**src/rtl/rb_osc_am_mixer.sv**
```systemverilog
// RadioBox AM mixer: joins the carrier/modulator streams into out = car * (ofs + gain*mod).
// Define RB_AM_MIXER_SAT_EN to saturate on overflow; the default build wraps.
module rb_osc_am_mixer #(
    parameter int DW = 16,
    parameter int GW = 16
) (
    input  logic          clk_adc_125mhz,
    input  logic          adc_rst_i,
    input  logic          en_i,
    input  logic          car_s_vld,
    input  logic [DW-1:0] car_s_data,
    output logic          car_s_rdy,
    input  logic          mod_s_vld,
    input  logic [DW-1:0] mod_s_data,
    output logic          mod_s_rdy,
    input  logic [GW-1:0] gain_i,
    input  logic [GW-1:0] ofs_i,
    output logic          mix_m_vld,
    output logic [DW-1:0] mix_m_data,
    input  logic          mix_m_rdy,
    output logic          ovf_o,
    input  logic          ovf_clr_i,
    output logic          busy_o
);
    localparam int PW = GW + DW + 1;   // gain*mod product
    localparam int SW = PW - GW;       // product after >>> GW
    localparam int EW = GW + 2;        // envelope
    localparam int MW = DW + EW;       // car*env product
    localparam int RW = MW - (GW - 1); // after Q1.15 rescale

    typedef enum logic [1:0] {ST_IDLE, ST_RUN, ST_DRAIN} state_t;

    state_t               r_state;
    logic                 r_busy;
    logic [3:1]           r_vld_pipe;
    logic signed [DW-1:0] r_car1, r_mod1, r_car2;
    logic [GW-1:0]        r_gain1, r_ofs1;
    logic signed [EW-1:0] r_env2;
    logic [DW-1:0]        r_out;
    logic                 r_ovf;

    logic                 w_adv, w_accept, w_fire;
    logic [3:1]           w_vld_nxt;
    logic signed [PW-1:0] w_gain_x, w_mod_x, w_prod;
    logic signed [SW-1:0] w_mterm;
    logic signed [EW-1:0] w_env;
    logic signed [MW-1:0] w_car_x, w_env_x, w_p;
    logic [RW-1:0]        w_r;
    logic                 w_r_ovf;
    logic [DW-1:0]        w_out;

    // Whole pipeline advances together; the join only fires when both streams are valid.
    assign w_adv     = !r_vld_pipe[3] | mix_m_rdy;
    assign w_accept  = (r_state == ST_RUN) & w_adv;
    assign car_s_rdy = w_accept & mod_s_vld;
    assign mod_s_rdy = w_accept & car_s_vld;
    assign w_fire    = w_accept & car_s_vld & mod_s_vld;
    assign w_vld_nxt = w_adv ? {r_vld_pipe[2:1], w_fire} : r_vld_pipe;

    assign w_gain_x = PW'(r_gain1);
    assign w_mod_x  = PW'(r_mod1);
    assign w_prod   = w_gain_x * w_mod_x;
    assign w_mterm  = SW'(w_prod >>> GW);
    assign w_env    = EW'(w_mterm) + EW'(r_ofs1);

    assign w_car_x = MW'(r_car2);
    assign w_env_x = MW'(r_env2);
    assign w_p     = w_car_x * w_env_x;
    assign w_r     = RW'(w_p >>> (GW - 1));
    // In range iff all bits from the DW sign bit upward agree.
    assign w_r_ovf = !((&w_r[RW-1:DW-1]) | !(|w_r[RW-1:DW-1]));

`ifdef RB_AM_MIXER_SAT_EN
    assign w_out = !w_r_ovf    ? w_r[DW-1:0] :
                   w_r[RW-1]   ? {1'b1, {(DW-1){1'b0}}} :
                                 {1'b0, {(DW-1){1'b1}}};
`else
    assign w_out = w_r[DW-1:0];
`endif

    always_ff @(posedge clk_adc_125mhz or posedge adc_rst_i) begin
        if (adc_rst_i) begin
            r_vld_pipe <= '0;
            r_car1     <= '0;
            r_mod1     <= '0;
            r_gain1    <= '0;
            r_ofs1     <= '0;
            r_car2     <= '0;
            r_env2     <= '0;
            r_out      <= '0;
            r_ovf      <= 1'b0;
        end else begin
            r_vld_pipe <= w_vld_nxt;
            if (w_adv) begin
                if (w_fire) begin
                    r_car1  <= car_s_data;
                    r_mod1  <= mod_s_data;
                    r_gain1 <= gain_i;
                    r_ofs1  <= ofs_i;
                end
                if (r_vld_pipe[1]) begin
                    r_car2 <= r_car1;
                    r_env2 <= w_env;
                end
                if (r_vld_pipe[2]) r_out <= w_out;
            end
            if (w_adv & r_vld_pipe[2] & w_r_ovf) r_ovf <= 1'b1;
            else if (ovf_clr_i)                  r_ovf <= 1'b0;
        end
    end

    // DRAIN exits on the edge that empties the pipeline, so busy_o drops right after the last beat.
    always_ff @(posedge clk_adc_125mhz or posedge adc_rst_i) begin
        if (adc_rst_i) begin
            r_state <= ST_IDLE;
            r_busy  <= 1'b0;
        end else begin
            case (r_state)
                ST_IDLE: if (en_i) begin
                    r_state <= ST_RUN;
                    r_busy  <= 1'b1;
                end
                ST_RUN: if (!en_i) r_state <= ST_DRAIN;
                ST_DRAIN: begin
                    if (en_i) begin
                        r_state <= ST_RUN;
                    end else if (w_vld_nxt == '0) begin
                        r_state <= ST_IDLE;
                        r_busy  <= 1'b0;
                    end
                end
                default: begin
                    r_state <= ST_IDLE;
                    r_busy  <= 1'b0;
                end
            endcase
        end
    end

    assign mix_m_vld  = r_vld_pipe[3];
    assign mix_m_data = r_out;
    assign ovf_o      = r_ovf;
    assign busy_o     = r_busy;

endmodule

```
**config.mk**
```make
export PLATFORM = sky130hd
export DESIGN_NAME = rb_osc_am_mixer
export DESIGN_NICKNAME = d
export VERILOG_FILES = /design/src/rtl/rb_osc_am_mixer.sv
export SDC_FILE = /design/constraint.sdc
export NUM_CORES = 2
export LEC_CHECK = 0
export CAP_MARGIN = 15
export CORE_UTILIZATION = 50
export DETAILED_ROUTE_END_ITERATION = 6
export GPL_ROUTABILITY_DRIVEN = 0
export PLACE_DENSITY = 0.7
export SYNTH_ARGS = -nofsm -noshare
export SYNTH_HDL_FRONTEND = slang
export SYNTH_SLANG_ARGS = --single-unit
```
**constraint.sdc**
```tcl
create_clock -name clk_adc_125mhz -period 7.2 [get_ports clk_adc_125mhz]
set_input_delay 0.72 -clock clk_adc_125mhz [delete_from_list [all_inputs] [get_ports clk_adc_125mhz]]
set_output_delay 0.72 -clock clk_adc_125mhz [all_outputs]
set_load 0.02 [all_outputs]
```
==> results.json <==
{
  "status": "complete, but fails checks",
  "violations": "DRC, setup timing",
  "hold_viol_final": 0,
  "cts-root-buf": "clkbuf_16",
  "cts_hold_buf": 0,
  "reg2reg_from": "r_mod1[5]",
  "dieWidth_um": 220,
  "path_clk_slew_ps": 60,
  "synth_cells": 2470,
  "hold_end": "mix_m_data[10]",
  "clk_latency_ps": 470,
  "cp_data_required_time_ps": 7500,
  "fin_util": 0.579,
  "synth_area_um2": 23700,
  "endpoint_kind": "flop",
  "maxCapViolations": 0,
  "hold_class": "reg -> reg",
  "grt_pass1_wl_um": 91000,
  "yosysTopAreaCell": "fa_1",
  "core_area_um2": 46700,
  "synth.most_common_cell": "inv_1",
  "postRouteAntennaNets": 0,
  "synthTopCellsByCount": "inv_1, fa_1, nand2_1, and2_1, ha_1",
  "grt_usage": 0.243,
  "syn_to_final_growth_pct": 14.0,
  "ys_warn_count": 0,
  "synth_fp_nets": 3242,
  "dpl.cell_count": 3215,
  "grt_pass1_vias": 18289,
  "numClockSinks": 121,
  "drtIter0Drc": 984,
  "synthArstFlopShare": 1.00,
  "synth_top_area_frac": 0.408,
  "period_needed_ps": 7270,
  "synthDistinctLibCells": 56,
  "layout-drive-gt1-share": 0.128,
  "antenna_found_initial": 2,
  "synth_edf_count": 0,
  "routed_wl_um": 55300,
  "overflow": 0,
  "crit_path_max_incr_delay_ps": 510,
  "ios": 92,
  "worstPathMaxFanout": 5,
  "ys_top_cells_by_area": "fa_1, dfrtp_1, ha_1",
  "instances_no_fill": 3263,
  "rsz0062_at_grt": "true",
  "min_from": "mix_m_data[10]",
  "cts_made_buffers": 17,
  "worst_slack_ps": -72.8,
  "cts_tree": "yes",
  "htree_levels": 4,
  "first_pass_iters": 7,
  "slew_violations": 0,
  "vias": 17009,
  "syn_avg_cell_area_um2": 9.59,
  "num_rows": 79,
  "fin_skew_ps": 14.2,
  "setup.worst_path.start_class": "flop",
  "critPathKind": "reg -> reg",
  "cp_slowest_cell": "fa_1",
  "min_path_cells": 2,
  "r2r_cells": 31,
  "fin_crit_sh": 1.01,
  "die_h_um": 220,
  "layout.nets": 3414,
  "cp_common_cell": "fa_1",
  "dp_hpwl_um": 46100,
  "synth-main-ff-cell": "dfrtp_1",
  "cts_max_path_buffers": 2,
  "r2r_end": "r_env2[14]",
  "start_util": 0.508,
  "r2r_setup_slack_ps": -70,
  "worstPathArrival_ps": 7570,
  "io_buffers": 91,
  "die-area_um2": 48300,
  "max_freq_mhz": 137,
  "worst_pin_slew_ps": 1060,
  "ys_seq_elements": 121,
  "seq_area_frac_synth": 0.128,
  "setup_viol": 7,
  "max_slew_margin": 0.294,
  "grt_max_degree": 78,
  "post-route-drc-count": 2,
  "wire_per_inst_um": 16.9,
  "routed_via_density": 5.21
}
==> per-stage QoR <==
stage / hold slack [ps] / TNS, ps / cell area [µm²] / worst slack [ps]
2_1_floorplan: 460 / 0 / 23800 / 44.7
3_3_place_gp: 455 / -785 / 26100 / -197
3_5_place_dp: 465 / -2680 / 26100 / -420
4_1_cts: 480 / -795 / 26900 / -142
5_1_grt: 514 / -3340 / 27000 / -406
6_report: 472 / -264 / 27000 / -72.8
==> worst max-delay path by stage <==
stage | startpoint | end | slack [ps] | depth (start not counted)
2_1_floorplan | r_mod1[9] | r_env2[16] | 40 | 34
3_3_place_gp | r_gain1[9] | r_env2[16] | -200 | 31
3_5_place_dp | r_mod1[1] | r_env2[16] | -420 | 30
4_1_cts | r_mod1[4] | r_env2[15] | -140 | 31
5_1_grt | r_mod1[5] | r_env2[14] | -410 | 31
6_report | r_mod1[5] | r_env2[14] | -70 | 31
==> cells by family (layout without fill, tap and decap cells) <==
logic type	Yosys count	count (layout)	synth area share
compound gates	156	156	0.0438
simple gates	686	686	0.139
buf+inv	667	852	0.106
flops	121	121	0.128
mux	83	83	0.0395
fa+ha+maj	701	701	0.523
xor+xnor	56	56	0.0207
other cells	0	1	0
==> what timing repair did <==
item                                    CTS  global route
buffers inserted                         14             1
resized for setup                        32            29
pin swaps                                37            24
endpoints found under the setup margin   10            13
==> cells in the final DEF (no fill, tap or decap), types with 14 or more instances in the layout <==
| cell type | instances |
|---|---|
| inv_1 | 571 |
| nand2_1 | 343 |
| o21ai_0 | 40 |
| mux2_2 | 83 |
| xor2_1 | 19 |
| and2_1 | 220 |
| a21o_1 | 14 |
| clkbuf_16 | 17 |
| fa_1 | 478 |
| nor2_1 | 46 |
| a21oi_1 | 23 |
| clkdlybuf4s50_1 | 91 |
| buf_4 | 147 |
| ha_1 | 215 |
| nand2b_1 | 25 |
| xnor2_1 | 35 |
| dfrtp_1 | 111 |
==> state kept, by name (all words and copies together), names as in the netlist <==
name / count
mix_m_data: 16
r_state: 2
busy_o: 1
r_vld_pipe: 3
r_car1: 16
ovf_o: 1
r_env2: 18
r_mod1: 16
r_ofs1: 16
r_gain1: 16
r_car2: 16
==> area by class of cell <==
type	count	area, µm²
fillers	3936	19700
multi-input cells	1682	18400
flip-flops and latches	121	3040
inverters	577	2170
repair buffers	243	2090
well taps	607	759
clock buffers	17	425
clock inverters	15	133
diodes	1	2.50
==> worst max-delay path: cells and delay by family (launching register included) <==
kind | cells | cell delay [ps]
fa+ha+maj | 8 | 3360
compound gates | 11 | 2010
simple gates | 5 | 700
flops | 1 | 420
buf+inv | 5 | 360
xor+xnor | 2 | 260
==> layer usage <==
layer,part of all wire,GRT usage,vias to the layer above
met5,0.00020,0,-
met3,0.048,0.0329,105
li1,-,-,7708
met1,0.42,0.322,8762
met4,0.030,0.0878,2
met2,0.50,0.409,432
Power is not shown: default switching activity piles up to over one toggle a cycle in this logic, so the estimate is an artifact.
